$ cat config.mk
export PLATFORM = sky130hd
export DESIGN_NAME = seq_detector_param
export DESIGN_NICKNAME = d
export VERILOG_FILES = /design/src/rtl/seq_det_pkg.sv /design/src/rtl/seq_detector_param_sat_counter.sv /design/src/rtl/seq_detector_param.sv
export SDC_FILE = /design/constraint.sdc
export NUM_CORES = 1
export LEC_CHECK = 0
export CAP_MARGIN = 20
export CORE_ASPECT_RATIO = 0.75
export CORE_UTILIZATION = 40
export CTS_BUF_LIST = sky130_fd_sc_hd__clkbuf_4 sky130_fd_sc_hd__clkbuf_8
export DETAILED_ROUTE_END_ITERATION = 10
export DONT_BUFFER_PORTS = 1
export SLEW_MARGIN = 20
export SYNTH_ARGS = -nofsm -noshare
export SYNTH_HDL_FRONTEND = slang
export SYNTH_SLANG_ARGS = --single-unit
$ cat constraint.sdc
create_clock -name clk -period 2.6 [get_ports clk]
set_input_delay 0.39 -clock clk [delete_from_list [all_inputs] [get_ports clk]]
set_output_delay 0.39 -clock clk [all_outputs]
set_load 0.01 [all_outputs]
$ cat src/rtl/seq_det_pkg.sv
// -----------------------------------------------------------------------------
// seq_det_pkg
// Shared constants and helpers for the programmable serial pattern detector.
//   MAX_LEN_DEF  : default maximum pattern length
//   CNT_W_DEF    : default match counter width
//   DEF_PAT_1011 : power-up pattern (right-aligned), matches the fixed detector
//   DEF_LEN_4    : power-up pattern length
//   len_mask()   : mask with the low 'len' bits set (32 bits, caller narrows)
//   len_ok()     : legality check for a runtime length load
// -----------------------------------------------------------------------------
package seq_det_pkg;

  localparam int          MAX_LEN_DEF  = 8;
  localparam int          CNT_W_DEF    = 8;
  localparam logic [31:0] DEF_PAT_1011 = 32'h0000_000B;
  localparam int          DEF_LEN_4    = 4;

  // Low 'len' bits set; MAX_LEN never exceeds 32 so 32 bits always suffice.
  function automatic logic [31:0] len_mask(input int unsigned len);
    logic [31:0] m;
    m = 32'h0000_0000;
    for (int unsigned i = 0; i < 32; i++) begin
      m[i] = (i < len);
    end
    return m;
  endfunction

  // A length is usable when it is non-zero and fits the history register.
  function automatic logic len_ok(input int unsigned len, input int unsigned max_len);
    return (len >= 32'd1) && (len <= max_len);
  endfunction

endpackage

$ cat src/rtl/seq_detector_param_sat_counter.sv
// -----------------------------------------------------------------------------
// sat_counter
// Saturating up-counter with synchronous clear.
//   clk   : rising-edge clock
//   reset : synchronous active-high reset, clears the count
//   inc   : count one event this cycle
//   clr   : clear the count; an inc in the same cycle leaves the count at 1
//   cnt   : registered count, sticks at all-ones instead of wrapping
// -----------------------------------------------------------------------------
module sat_counter #(
  parameter int W = 8
) (
  input  logic         clk,
  input  logic         reset,
  input  logic         inc,
  input  logic         clr,
  output logic [W-1:0] cnt
);

  localparam logic [W-1:0] MAX_V  = {W{1'b1}};
  localparam logic [W-1:0] ZERO_V = {W{1'b0}};
  localparam logic [W-1:0] ONE_V  = W'(1);

  // Count register: clear has priority over increment, increment saturates.
  always_ff @(posedge clk) begin
    if (reset) begin
      cnt <= ZERO_V;
    end else if (clr) begin
      cnt <= inc ? ONE_V : ZERO_V;
    end else if (inc && (cnt != MAX_V)) begin
      cnt <= cnt + ONE_V;
    end else begin
      cnt <= cnt;
    end
  end

endmodule

$ cat src/rtl/seq_detector_param.sv
// -----------------------------------------------------------------------------
// seq_detector_param
// Runtime-programmable serial pattern detector (Moore, one-cycle latency).
// Powers up looking for 1011 with overlap so it drops in for the fixed detector.
//   clk        : rising-edge clock
//   reset      : synchronous active-high reset (restores DEF_PAT/DEF_LEN)
//   x_valid    : qualifies x; bits with x_valid=0 are ignored
//   x          : serial data bit
//   overlap_en : 1 keeps history after a match, 0 clears it
//   pat_load   : one-cycle strobe loading pat_in/len_in (wins over x_valid)
//   pat_in     : pattern, right-aligned, bit len-1 is received first
//   len_in     : pattern length, legal range 1..MAX_LEN
//   cnt_clr    : clears match_cnt (a simultaneous match leaves it at 1)
//   y          : registered match flag, high the cycle after a completing bit
//   match_cnt  : saturating match count
//   cfg_err    : one-cycle pulse when a load is rejected
// -----------------------------------------------------------------------------
module seq_detector_param
  import seq_det_pkg::*;
#(
  parameter int                 MAX_LEN = MAX_LEN_DEF,
  parameter int                 LEN_W   = $clog2(MAX_LEN + 1),
  parameter int                 CNT_W   = CNT_W_DEF,
  parameter logic [MAX_LEN-1:0] DEF_PAT = DEF_PAT_1011[MAX_LEN-1:0],
  parameter int                 DEF_LEN = DEF_LEN_4
) (
  input  logic               clk,
  input  logic               reset,
  input  logic               x_valid,
  input  logic               x,
  input  logic               overlap_en,
  input  logic               pat_load,
  input  logic [MAX_LEN-1:0] pat_in,
  input  logic [LEN_W-1:0]   len_in,
  input  logic               cnt_clr,
  output logic               y,
  output logic [CNT_W-1:0]   match_cnt,
  output logic               cfg_err
);

  localparam logic [LEN_W-1:0]   LEN_ONE   = LEN_W'(1);
  localparam logic [LEN_W-1:0]   LEN_ZERO  = {LEN_W{1'b0}};
  localparam logic [MAX_LEN-1:0] HIST_ZERO = {MAX_LEN{1'b0}};

  logic [MAX_LEN-1:0] pat_r;
  logic [LEN_W-1:0]   len_r;
  logic [MAX_LEN-1:0] hist_r;
  logic [LEN_W-1:0]   fill_r;
  logic               y_r;
  logic               cfg_err_r;

  logic [MAX_LEN-1:0] next_hist_s;
  logic [LEN_W-1:0]   next_fill_s;
  logic [31:0]        mask_s;
  logic               load_ok_s;
  logic               match_s;

  // Next-state history/fill for an accepted bit and the match decision on it.
  always_comb begin
    next_hist_s = {hist_r[MAX_LEN-2:0], x};
    if (fill_r >= len_r) begin
      next_fill_s = len_r;
    end else begin
      next_fill_s = fill_r + LEN_ONE;
    end
    mask_s    = len_mask(32'(len_r));
    load_ok_s = len_ok(32'(len_in), MAX_LEN);
    // A load in the same cycle discards the bit, so it can never match.
    match_s   = x_valid && !pat_load && (next_fill_s == len_r) &&
                (((32'(next_hist_s) ^ 32'(pat_r)) & mask_s) == 32'h0000_0000);
  end

  // Config, history, fill and registered flags.
  always_ff @(posedge clk) begin
    if (reset) begin
      pat_r     <= DEF_PAT;
      len_r     <= LEN_W'(DEF_LEN);
      hist_r    <= HIST_ZERO;
      fill_r    <= LEN_ZERO;
      y_r       <= 1'b0;
      cfg_err_r <= 1'b0;
    end else if (pat_load) begin
      y_r       <= 1'b0;
      cfg_err_r <= !load_ok_s;
      if (load_ok_s) begin
        pat_r  <= pat_in;
        len_r  <= len_in;
        hist_r <= HIST_ZERO;
        fill_r <= LEN_ZERO;
      end else begin
        pat_r  <= pat_r;
        len_r  <= len_r;
        hist_r <= hist_r;
        fill_r <= fill_r;
      end
    end else if (x_valid) begin
      y_r       <= match_s;
      cfg_err_r <= 1'b0;
      if (match_s && !overlap_en) begin
        hist_r <= HIST_ZERO;
        fill_r <= LEN_ZERO;
      end else begin
        hist_r <= next_hist_s;
        fill_r <= next_fill_s;
      end
    end else begin
      y_r       <= 1'b0;
      cfg_err_r <= 1'b0;
      hist_r    <= hist_r;
      fill_r    <= fill_r;
    end
  end

  sat_counter #(
    .W (CNT_W)
  ) u_cnt (
    .clk   (clk),
    .reset (reset),
    .inc   (match_s),
    .clr   (cnt_clr),
    .cnt   (match_cnt)
  );

  assign y       = y_r;
  assign cfg_err = cfg_err_r;

endmodule

==> results.txt <==
Initial Utilization = 41.8%
Reg-to-reg startpoint = len_r[2]
Die area = 0.00450 sq mm
Avg WL per Cell = 14.4 um
Sw frac = 22.5%
Data required, critical path = 2810 ps
Crit path capture type = register
Dpl hpwl = 2.82 mm
Crit-path max cell delay = 460 ps
CP Class = reg -> reg
FMAX = 413 MHz
Layout area overhead = 11.6%
PD cells = 609 mW/mm^2
Slowest CP cell = dfxtp_1
Post-DRT Antenna Nets = 0
Vias in the first global route = 1290
GRT overflow = 0
# DRC = 0
Clock power share = 43.5%
First-pass detailed-route iteration total = 4
DR vias/cell = 5.46
Unrepaired setup endpoints after global routing = no
Status = completed
Clk sink count = 33
Post-CTS Setup Inserts = 0
IO buf count = 0
Clk buf depth = 2
Num CTS Buffers = 5
Hold Path End = pat_r[4]
Worst R2R Path Depth = 8
Total number of yosys warnings = 0
First-pass GRT wire length = 6.00 mm
Pint = 893 uW
Clock skew = 4.14 ps
Final net count = 229
Hold Startpoint = reset
GPL Wtd Cong = 0.849
Synth unique cells = 42
Hold Vio Cnt, Final = 0
Sequential power share = 47.1%
Pin count of the biggest net entering global routing = 19
H-Tree Depth = 2
RR Endpoint = u_cnt.cnt[6]
Gate power share = 9.4%
DRT iter0 DRCs = 88
Arrival time worst endpoint = 2640 ps
Worst path cell trace = or4b_1 > a2111oi_1 > o21ai_1 > o21ai_2 > nand4_4 > buf_4 > or3_1 > a21oi_1
Worst Hold Depth = 1
Clock root cell = clkbuf_8
Core Rows = 20
Average size of a mapped cell = 8.38 sq um
Die Y-Extent = 58.3 um
Worst hold slack = 169 ps
Tot Pwr = 1.15 mW
Critical Path Fanout Max = 8
Period utilisation layout = 93.2%
Final WS setup = 177 ps
Core ar. = 0.00405 sq mm
Peak VDD IR = 305 uV
Mapped Cells = 202
Ant diodes = 0
Worst slew margin = 52.0%
Lkg Pwr = 0.722 nW
GRT Resource Usage Total = 17.3%
Pre-CTS setup slack = -147 ps
Setup Total Neg Slack = 0 ps
Sequential-to-total area share from yosys stat = 39.0%
Final setup vio count = 0
Worst-margin pin slew = 717 ps
Hold Path Class = in -> reg
Syn Std Cell Area = 0.00169 sq mm
Switching power total = 259 uW
Crit path launch type = register
CTS clock-pin slew for the worst setup and hold paths = 70 ps
Final Max Slew Viols = 0
Routed vias = 1420
Synthesized net count = 227
Die Wd = 77.1 um
Share of cells above drive strength 1 = 12.2%
Max-Cap Viols = 0
Worst reg2reg setup slack = 180 ps
Synth Register Bits = 33
Crit path time final = 2420 ps
Skew-Pair Late Insertion Delay = 280 ps
Ports = 29
Antenna violations before repair = 0
CTS tree = built
Final WL = 3.74 mm
==> Yosys cell counts, drive strengths merged <==
cell,n,area share [%]
nand2,34,7.5
dfxtp,33,39
a21oi,18,5.3
o21ai,14,4.4
a22o,8,4.1
nand3,8,2.4
nor2,8,1.8
clkbuf,7,1.6
inv,7,1.6
xor2,7,3.6
ha,6,4.4
xnor2,6,3.1
nand3b,5,2.2
or3,5,1.8
buf,4,1.9
a2111oi,3,1.6
nor3b,3,1.3
and3,2,0.74
nand2b,2,0.74
o211ai,2,0.89
o21a,2,0.89
or2,2,0.74
a21o,1,0.44
a221oi,1,0.52
a31oi,1,0.37
and2,1,0.37
mux2i,1,0.59
nand4,1,1.3
nor3,1,0.30
nor4,1,0.37
nor4bb,1,0.59
o21bai,1,0.44
o221a,1,0.67
o22ai,1,0.37
o31a,1,0.52
o31ai,1,0.44
or4,1,0.44
or4b,1,0.59
==> power by group through the flow <==
stage,Combinational [mW],Clock [mW],Sequential (mW)
3_3_place_gp,0.100,0,0.552
6_report,0.108,0.501,0.542
3_5_place_dp,0.104,0,0.552
5_1_grt,0.121,0.534,0.544
2_1_floorplan,0.0907,0,0.543
4_1_cts,0.105,0.512,0.541
==> routing by layer <==
metal,up-vias,wire (um),track usage (%)
li1,719,-,-
met1,657,1940,25.0
met2,42,1550,24.0
met3,2,229,4.96
met4,0,17,6.74
met5,-,0,0
==> critical path, delay by kind of cell (launching register included) <==
kind,cells,cell delay (ps)
AOI/OAI and AO/OA,4,730
buffers and inverters,1,190
DFF,1,460
and+or+nand+nor,3,970
==> cells by family after synthesis <==
group                      share of synthesized area, %
AOI/OAI and AO/OA                                  21.0
xor gates and xnor gates                           6.73
adders and majority gates                          4.43
buffers and inverters                              5.03
DFF                                                39.0
muxes                                             0.591
and+or+nand+nor                                    23.2
==> stage by stage <==
stage	area (sq um)	instances	util, %
final	1890	260	46.6
after global routing	1890	260	46.6
after CTS	1880	260	46.3
after detailed placement	1750	252	43.2
after global placement	1750	252	43.1
after floorplan	1690	202	-
==> worst max-delay path by stage <==
stage,start,slack (ps),end,cells past startpoint
3_3_place_gp,len_r[0],-90,fill_r[1],8
3_5_place_dp,len_r[0],-150,hist_r[0],8
4_1_cts,fill_r[0],50,fill_r[3],9
5_1_grt,len_r[2],20,u_cnt.cnt[6],8
2_1_floorplan,fill_r[0],310,fill_r[1],9
6_report,len_r[2],180,u_cnt.cnt[6],8
==> area by class of cell <==
type                       instances  area (sq um)
clock buffer                       7          90.1
clock inverter                     1          30.0
fill                             407          2160
inverter                           7          26.3
multi-input combinational        151           966
sequential                        33           663
tap                               55          68.8
timing repair buffer               6          45.0
==> state kept, by name, summed over array words and instances (netlist names) <==
signal / cells
hist_r: 7
cfg_err: 1
len_r: 4
u_cnt.cnt: 8
fill_r: 4
pat_r: 8
y: 1
==> cells in the final DEF (no fill, tap or decap), types with 2 or more instances in the layout <==
cell type / instances
nand2b_1: 2
clkbuf_8: 6
nand2_1: 34
dfxtp_2: 2
a22o_1: 8
xnor2_1: 6
nand3_1: 8
ha_1: 6
a2111oi_2: 2
o21ai_0: 12
nor2_1: 8
xor2_1: 7
nor3b_1: 2
or3_1: 5
and3_1: 2
nand3b_1: 5
buf_4: 6
or2_2: 2
dfxtp_1: 31
o211ai_1: 2
inv_1: 7
a21oi_1: 18
==> timing repair <==
item | 4_1_cts | 5_1_grt
gates resized for setup | 3 | 4
hold buffers | 0 | 0
setup endpoints to repair | 14 | 16
Note: power is estimated with default switching activity, not from simulation.
